**src/rtl/ternary_pkg.sv**
```systemverilog
// Shared ternary definitions: trit encodings, multiplier FSM states and a
// trit validity helper.
package ternary_pkg;

  localparam logic [1:0] T0   = 2'b00;
  localparam logic [1:0] T1   = 2'b01;
  localparam logic [1:0] T2   = 2'b10;
  localparam logic [1:0] TINV = 2'b11;

  typedef enum logic [1:0] {
    IDLE = 2'd0,
    MUL  = 2'd1,
    DONE = 2'd2
  } state_e;

  function automatic logic trit_valid(input logic [1:0] t);
    return t != TINV;
  endfunction

endpackage

```
**src/rtl/ternary_full_adder.sv**
```systemverilog
// Ternary full adder: two trits plus a binary carry-in, trit sum and binary carry-out.
module ternary_full_adder
  import ternary_pkg::*;
(
  input  logic [1:0] x_i,
  input  logic [1:0] y_i,
  input  logic       cin_i,
  output logic [1:0] sum_c,
  output logic       cout_c
);

  logic [2:0] s;

  always_comb begin
    s = 3'(x_i) + 3'(y_i) + 3'(cin_i);
    if (s >= 3'd3) begin
      sum_c  = 2'(s - 3'd3);
      cout_c = 1'b1;
    end else begin
      sum_c  = s[1:0];
      cout_c = 1'b0;
    end
  end

endmodule

```
**src/rtl/ternary_multiplier.sv**
```systemverilog
// Single-trit multiplier cell: a*b split into product trit and carry trit.
module ternary_multiplier
  import ternary_pkg::*;
(
  input  logic [1:0] a_i,
  input  logic [1:0] b_i,
  output logic [1:0] prod_c,
  output logic [1:0] carry_c
);

  logic [3:0] m;

  always_comb begin
    m       = 4'(a_i) * 4'(b_i);
    prod_c  = T0;
    carry_c = T0;
    case (m)
      4'd1:    prod_c = T1;
      4'd2:    prod_c = T2;
      4'd4:    begin prod_c = T1; carry_c = T1; end  // 2*2 = 11 base 3
      default: ;
    endcase
  end

endmodule

```
**src/rtl/ternary_serial_mul.sv**
```systemverilog
// Sequential N-trit x N-trit unsigned ternary multiplier: one digit pair per
// cycle through a single multiplier cell into a 2N-trit ripple accumulator.
module ternary_serial_mul
  import ternary_pkg::*;
#(
  parameter int unsigned N = 4
) (
  input  logic           clk,
  input  logic           rst_n,
  input  logic           start,
  input  logic [2*N-1:0] a,
  input  logic [2*N-1:0] b,
  output logic           busy,
  output logic           done,
  output logic [4*N-1:0] result,
  output logic           err
);

  localparam int unsigned CW = (N > 1) ? $clog2(N) : 1;
  localparam int unsigned AW = 4 * N;

  state_e          state_q, state_d;
  logic [2*N-1:0]  a_q, a_d, b_q, b_d;
  logic [AW-1:0]   acc_q, acc_d, result_q, result_d;
  logic [CW-1:0]   i_q, i_d, j_q, j_d;
  logic            busy_q, busy_d, done_q, done_d, err_q, err_d;

  logic            ops_valid;
  logic [1:0]      cell_p, cell_c;
  logic [CW:0]     pos;
  logic [AW-1:0]   addend, acc_sum;
  logic [2*N:0]    carry;

  // Any invalid trit on either operand rejects the start request.
  always_comb begin
    ops_valid = 1'b1;
    for (int k = 0; k < int'(N); k++) begin
      if (!trit_valid(a[2*k +: 2]) || !trit_valid(b[2*k +: 2])) ops_valid = 1'b0;
    end
  end

  ternary_multiplier u_cell (
    .a_i     (a_q[{j_q, 1'b0} +: 2]),
    .b_i     (b_q[{i_q, 1'b0} +: 2]),
    .prod_c  (cell_p),
    .carry_c (cell_c)
  );

  // Partial product: p at trit i+j, c at trit i+j+1.
  always_comb begin
    pos    = {1'b0, i_q} + {1'b0, j_q};
    addend = AW'({cell_c, cell_p}) << {pos, 1'b0};
  end

  assign carry[0] = 1'b0;

  for (genvar k = 0; k < 2 * N; k++) begin : g_add
    ternary_full_adder u_fa (
      .x_i    (acc_q[2*k +: 2]),
      .y_i    (addend[2*k +: 2]),
      .cin_i  (carry[k]),
      .sum_c  (acc_sum[2*k +: 2]),
      .cout_c (carry[k+1])
    );
  end

  always_comb begin
    state_d  = state_q;
    a_d      = a_q;
    b_d      = b_q;
    acc_d    = acc_q;
    i_d      = i_q;
    j_d      = j_q;
    result_d = result_q;
    err_d    = err_q;
    case (state_q)
      IDLE: begin
        if (start) begin
          if (!ops_valid) begin
            err_d = 1'b1;
          end else begin
            a_d     = a;
            b_d     = b;
            acc_d   = '0;
            i_d     = '0;
            j_d     = '0;
            err_d   = 1'b0;
            state_d = MUL;
          end
        end
      end
      MUL: begin
        acc_d = acc_sum;
        if (j_q == CW'(N - 1)) begin
          j_d = '0;
          i_d = i_q + CW'(1);
          if (i_q == CW'(N - 1)) begin
            result_d = acc_sum;
            state_d  = DONE;
          end
        end else begin
          j_d = j_q + CW'(1);
        end
      end
      DONE:    state_d = IDLE;
      default: state_d = IDLE;
    endcase
    busy_d = (state_d == MUL);
    done_d = (state_d == DONE);
  end

  always_ff @(posedge clk or negedge rst_n) begin
    if (!rst_n) begin
      state_q  <= IDLE;
      a_q      <= '0;
      b_q      <= '0;
      acc_q    <= '0;
      i_q      <= '0;
      j_q      <= '0;
      result_q <= '0;
      busy_q   <= 1'b0;
      done_q   <= 1'b0;
      err_q    <= 1'b0;
    end else begin
      state_q  <= state_d;
      a_q      <= a_d;
      b_q      <= b_d;
      acc_q    <= acc_d;
      i_q      <= i_d;
      j_q      <= j_d;
      result_q <= result_d;
      busy_q   <= busy_d;
      done_q   <= done_d;
      err_q    <= err_d;
    end
  end

  assign busy   = busy_q;
  assign done   = done_q;
  assign result = result_q;
  assign err    = err_q;

endmodule

```
**config.mk**
```make
export PLATFORM = sky130hd
export DESIGN_NAME = ternary_serial_mul
export DESIGN_NICKNAME = d
export VERILOG_FILES = /design/src/rtl/ternary_pkg.sv /design/src/rtl/ternary_full_adder.sv /design/src/rtl/ternary_multiplier.sv /design/src/rtl/ternary_serial_mul.sv
export SDC_FILE = /design/constraint.sdc
export NUM_CORES = 1
export LEC_CHECK = 0
export CORE_MARGIN = 3
export CORE_UTILIZATION = 51
export DETAILED_ROUTE_END_ITERATION = 12
export PLACE_DENSITY = 0.76
export SLEW_MARGIN = 20
export SYNTH_ARGS = -nofsm -noshare
export SYNTH_HDL_FRONTEND = slang
export SYNTH_SLANG_ARGS = --single-unit
```
**constraint.sdc**
```tcl
create_clock -name clk -period 12.4 [get_ports clk]
set_input_delay 1.24 -clock clk [delete_from_list [all_inputs] [get_ports clk]]
set_output_delay 1.24 -clock clk [all_outputs]
set_load 0.02 [all_outputs]
```
Word level (Yosys, flattened, before mapping)
Cells that the tools add are included.
{"block": "word_totals", "regBits": 57, "in_bits": 19, "elab_cells": 123, "output_inout_bits": 19}
{"block": "op_classes", "n_reduce_logical": 20, "order_cmp": 8, "add_sub_neg": 26, "eq_ne": 19, "mux": 36, "mul": 1, "shift": 3}
{"operator": "2-to-1 mux 16 bit", "n": 2}
{"operator": "2-to-1 mux 2 bit", "n": 16}
{"operator": "one-hot mux 16 bit (2 select lines)", "n": 1}
{"operator": "adder 2 x 2 -> 3 bit", "n": 9}
{"operator": ">= comparator 3 x 2 -> 1 bit, second input constant", "n": 8}
{"operator": "inequality test 2 bit, second input constant", "n": 11}
{"operator": "adder 3 x 1 -> 3 bit", "n": 7}
{"operator": "one-hot mux 2 bit (2 select lines)", "n": 4}
{"operator": "indexed part select 8 x 4 -> 2 bit", "n": 2}
{"operator": "left shift 4 x 4 -> 16 bit", "n": 1}
{"operator": "subtractor 2 bit, second input constant", "n": 8}
{"operator": "2-to-1 mux 1 bit", "n": 13}
{"operator": "AND reduction 3 bit", "n": 3}
{"operator": "zero test 1 bit", "n": 8}
{"operator": "== test 2 bit, second input constant", "n": 3}
{"operator": "adder 2 x 1 -> 2 bit, second input constant", "n": 2}
{"operator": "== test 2 x 1 -> 1 bit, second input constant", "n": 2}
{"operator": "== test 4 x 1 -> 1 bit, second input constant", "n": 1}
{"operator": "== test 4 x 2 -> 1 bit, second input constant", "n": 1}
{"operator": "== test 4 x 3 -> 1 bit, second input constant", "n": 1}
{"operator": "logical OR 1 bit", "n": 4}
{"operator": "multiplier 2 x 2 -> 4 bit", "n": 1}
{"operator": "AND reduction 4 bit", "n": 1}
{"operator": "zero test 2 bit", "n": 1}
{"operator": "other kinds (3)", "n": 3}

Logic depth before layout (Yosys ltp)
{"block": "depth", "word_depth": 31, "mapped_depth": 54, "mapped_depth_nobuf": 54}

By module
Synthesis repeated with hierarchy kept, for this count alone.
{"block": "hier_totals", "cells_unflattened": 276, "hier_area_um2": 3522.1}
{"mod": "ternary_serial_mul", "seq_area_each_um2": 1426.4, "n_inst": 1, "area_per_inst_um2": 2571.2, "cells_each": 181}
{"mod": "ternary_full_adder", "seq_area_each_um2": 0.0, "n_inst": 8, "area_per_inst_um2": 105.1, "cells_each": 10}
{"mod": "ternary_multiplier", "seq_area_each_um2": 0.0, "n_inst": 1, "area_per_inst_um2": 110.1, "cells_each": 15}

Worst setup path before layout
OpenSTA, ideal clock, no wires.
{"block": "synth_path", "kind": "register to register", "start": "register j_q[0]", "end": "register result_q[15], in the netlist result[15]", "period_less_slack_ps": 12824, "stages_incl_launch_ff": 52, "n_path_buf": 0, "required_ps": 12278, "setup_ps": 122, "setup_slack_ps": -424, "arrival_time_ps": 12703, "cell_sequence": "dfrtp_1 -> mux4_2 -> and2_1 -> ha_1 -> nand2b_1 -> a21oi_1 -> a21oi_1 -> nor4_1 -> ha_1 -> inv_1 -> fa_1 -> inv_1 -> ha_1 -> nor2b_1 -> a21boi_0 -> fa_1 -> inv_1 -> fa_1 -> [16 not listed] -> nor2_1 -> fa_1 -> inv_1 -> fa_1 -> ha_1 -> nor2_1 -> fa_1 -> inv_1 -> fa_1 -> ha_1 -> a211oi_1 -> fa_1 -> inv_1 -> fa_1 -> ha_1 -> or3_1 -> o211a_1 -> a32o_1"}
{"block": "synth_via", "elab_chain_len": 30, "elab_cells_between_ends": 44, "classes_between": "add/sub (17); mul (1); order compare (8); eq/ne (4); shift (2); mux (10); reduce/logical (2)"}
{"element": "start, declared", "line": "ternary_serial_mul.sv:25", "text": "logic [CW-1:0] i_q, i_d, j_q, j_d;"}
{"element": "start signal, assigned", "line": "ternary_serial_mul.sv:130", "text": "j_q <= j_d;"}
{"element": "indexed part select 8 x 4 -> 2 bit", "line": "ternary_serial_mul.sv:43", "text": ".a_i (a_q[{j_q, 1'b0} +: 2]),"}
{"element": "multiplier 2 x 2 -> 4 bit", "line": "ternary_multiplier.sv:14", "text": "m = 4'(a_i) * 4'(b_i);"}
{"element": "== test 4 x 1 -> 1 bit / == test 4 x 3 -> 1 bit (equally long branches)", "line": "ternary_multiplier.sv:17", "text": "case (m)"}
{"element": "OR reduction 2 bit (no line)"}
{"element": "one-hot mux 2 bit (2 select lines)", "line": "ternary_multiplier.sv:17"}
{"element": "left shift 4 x 4 -> 16 bit", "line": "ternary_serial_mul.sv:52", "text": "addend = AW'({cell_c, cell_p}) << {pos, 1'b0};"}
{"element": "adder 2 x 2 -> 3 bit", "line": "ternary_full_adder.sv:15", "text": "s = 3'(x_i) + 3'(y_i) + 3'(cin_i);"}
{"element": ">= comparator 3 x 2 -> 1 bit", "line": "ternary_full_adder.sv:16", "text": "if (s >= 3'd3) begin"}
{"element": "[14 not listed]"}
{"element": ">= comparator 3 x 2 -> 1 bit", "line": "ternary_full_adder.sv:16"}
{"element": "2-to-1 mux 1 bit", "line": "ternary_full_adder.sv:16"}
{"element": "adder 3 x 1 -> 3 bit", "line": "ternary_full_adder.sv:15"}
{"element": ">= comparator 3 x 2 -> 1 bit", "line": "ternary_full_adder.sv:16"}
{"element": "2-to-1 mux 1 bit", "line": "ternary_full_adder.sv:16"}
{"element": "adder 3 x 1 -> 3 bit", "line": "ternary_full_adder.sv:15"}
{"element": ">= comparator 3 x 2 -> 1 bit / subtractor 2 bit (equally long branches)", "line": "ternary_full_adder.sv:16, ternary_full_adder.sv:17"}
{"element": "2-to-1 mux 2 bit", "line": "ternary_full_adder.sv:16"}
{"element": "end signal, assigned", "line": "ternary_serial_mul.sv:131", "text": "result_q <= result_d;"}
{"element": "end, declared", "line": "ternary_serial_mul.sv:24", "text": "logic [AW-1:0] acc_q, acc_d, result_q, result_d;"}
Parallel ways exist; a longest one is shown, timed or not.
A chain may end at the register's enable or synchronous reset.

Final worst setup path
Ends and elaborated chain as after synthesis.

==> impl_metrics.env <==
export IMPL_crit_path_start_kind="register"
export IMPL_ys_top_cells_by_area="dfrtp_1 (42%), fa_1 (9.5%), mux2_2 (5.4%)"
export IMPL_grt_first_pass_wirelength_um=12900
export IMPL_cts_path_max_buffers=2
export IMPL_drc=0
export IMPL_num_antenna_cells=0
export IMPL_coreArea_um2=6170
export IMPL_slew_viol_final=0
export IMPL_slew_headroom=0.347
export IMPL_area_growth_pct=33.5
export IMPL_synth_avg_cell_area_um2=10.4
export IMPL_drt_iter0_drc=151
export IMPL_crit_type="reg2reg"
export IMPL_synthCells=322
export IMPL_cp_top_family="adder cells"
export IMPL_rrSetupSlack_ps=270
export IMPL_nNetsFinal=441
export IMPL_synth_top_cell_by_area="dfrtp_1"
export IMPL_antenna_found_initial=0
export IMPL_critPathSlowestCell="mux4_2"
export IMPL_floorplan_rows=28
export IMPL_slowest_delay_ps=560
export IMPL_synth_edff_count=0
export IMPL_holdBufCountCts=0
export IMPL_avgViaCountPerCell=5.70
export IMPL_syn_nets=371
export IMPL_cts_clk_slew_worst_paths_ps=60
export IMPL_ys_seq_area_frac=0.424
export IMPL_synth_ff_type="dfrtp_1"
export IMPL_dp_final_hpwl_um=5140
export IMPL_stdcell_area_um2=4490
export IMPL_synth_area_um2=3360
export IMPL_finalSetupViolCount=0
export IMPL_dr_pass1_iters=4
export IMPL_skew_ps=7.76
export IMPL_status="finished, final reports clean"
export IMPL_dieWidth_um=87.2
export IMPL_vias=2685
export IMPL_insertion_delay_ps=350
export IMPL_finalCritPeriodShare=0.978
export IMPL_hold_viol_final=0
export IMPL_cts_tree="yes"
export IMPL_synth_seq_cells=57
export IMPL_wl_per_cell_um=16.8
export IMPL_yosysWarnings=0
export IMPL_start_util=0.545
export IMPL_io_buffers=37
export IMPL_layout_drive_gt1_share=0.308
export IMPL_fin_crit_ps=12130
export IMPL_synthDistinctLibCells=44
export IMPL_grt_ovfl_total=0
export IMPL_clock_sinks=57
export IMPL_htree_levels=3
export IMPL_grt_pass1_vias=2688
export IMPL_crit_required_ps=12630
export IMPL_hp_class="reg2reg"
export IMPL_timing_hold_ws_ps=475
export IMPL_final_antenna_net_count=0
export IMPL_totalWireLength_um=7900
export IMPL_place_congestion=0.903
export IMPL_path_max_fanout=3
export IMPL_place_area_um2=3880
export IMPL_max_freq_mhz=82.4
export IMPL_path_buf_inv=11
export IMPL_synthArstFlopShare=1.00
export IMPL_root_buffer="clkbuf_8"
export IMPL_cp_end_kind="register"
export IMPL_synth_top_area_frac=0.424
export IMPL_grt_max_degree=58
export IMPL_io_pins=38
export IMPL_die_area_um2=7600
export IMPL_cp_data_arrival_time_ps=12360
export IMPL_worst_pin_slew_ps=976
export IMPL_maxCapViolCount=0
export IMPL_cts_buffers=9
export IMPL_track_usage=0.222
export IMPL_die_h_um=87.2
-- Yosys cell counts, types with 6 or more instances --
| cell | instances |
|---|---|
| fa_1 | 16 |
| inv_1 | 35 |
| a21oi_1 | 12 |
| nand3_1 | 6 |
| o221ai_1 | 10 |
| nor2_1 | 19 |
| mux2i_1 | 7 |
| clkbuf_1 | 13 |
| nand2_1 | 38 |
| ha_1 | 14 |
| mux2_2 | 16 |
| dfrtp_1 | 57 |
| o21ai_0 | 21 |
-- layout make-up --
class | count | area, µm²
clock buffer | 12 | 145
multi-input combinational | 216 | 1980
inverter | 35 | 131
fill | 420 | 1680
sequential | 57 | 1430
timing repair buffer | 73 | 649
tap | 75 | 93.8
clock inverter | 3 | 65.1
-- final timing paths --
path	from	end	cells past startpoint
max	j_q[0]	result[15]	52
min	result[7]	result[7]	2
max reg2reg	j_q[0]	result[15]	52
min reg2reg	result[7]	result[7]	2
max in group asynchronous	rst_n	i_q[0]	2
min in group asynchronous	rst_n	a_q[5]	2
-- metrics by stage --
stage / setup slack, ps / instances / util / setup TNS [ps]
2_1_floorplan: 2.01 / 322 / - / 0
3_3_place_gp: 116 / 433 / 0.629 / 0
3_5_place_dp: -297 / 433 / 0.629 / -913
4_1_cts: 1.17 / 464 / 0.692 / 0
5_1_grt: -160 / 471 / 0.728 / -447
6_report: 269 / 471 / 0.728 / 0
-- cell families (layout without fill, tap and decap cells) --
logic type / count (synthesis) / count (layout) / share of synthesized area
compound gates: 64 / 64 / 0.127
xor+xnor: 3 / 3 / 0.00782
fa+ha+maj: 30 / 30 / 0.147
buf+inv: 49 / 123 / 0.0569
flops: 57 / 57 / 0.424
mux: 27 / 27 / 0.101
simple gates: 92 / 92 / 0.136
-- worst reg2reg max path, delay by kind of cell (launching register included) --
kind                       cells  cell delay [ps]
DFF                            1              400
and+or+nand+nor                8             1250
adders and majority gates     25             7730
buffers and inverters         11              610
AOI/OAI and AO/OA              7             1440
muxes                          1              560
-- layout by cell type (no fill, tap or decap), types with 3 or more instances in the layout --
master	Yosys	final
nand2_1	38	38
fa_2	0	10
fa_1	16	6
clkdlybuf4s50_1	0	36
mux2i_1	7	7
dfrtp_1	57	56
nor4_1	4	3
inv_2	0	10
nor2_1	19	16
buf_4	0	33
nand2b_1	4	3
ha_1	14	4
clkbuf_8	0	11
a211oi_4	0	3
o221ai_1	10	10
a32o_1	4	4
mux4_2	4	4
nand3_1	6	6
o21ai_0	21	20
or4_1	3	3
a21oi_1	12	10
nor2_4	0	3
ha_2	0	5
a22oi_1	4	4
ha_4	0	5
mux2_2	16	16
inv_1	35	25
-- registers in the layout (all words and copies together), names as in the netlist --
signal,cells
acc_q,16
result,16
a_q,8
b_q,8
i_q,2
j_q,2
state_q,2
busy,1
done,1
err,1
-- metal layers --
metal,routed length (µm),up-vias,global-route usage,share of wire
li1,-,1266,-,-
met1,3470,1332,0.304,0.44
met2,3800,67,0.336,0.48
met3,389,20,0.0482,0.049
met4,229,0,0.110,0.029
met5,0,-,0,0
-- what timing repair did --
action,CTS,global route
pin swaps,15,28
gates resized for setup,19,43
setup endpoints to repair,4,4
buffers inserted,16,6
Power is left out: the tool's default activity adds up to more than one toggle a clock period on the data nets, which glitch-free logic cannot reach.
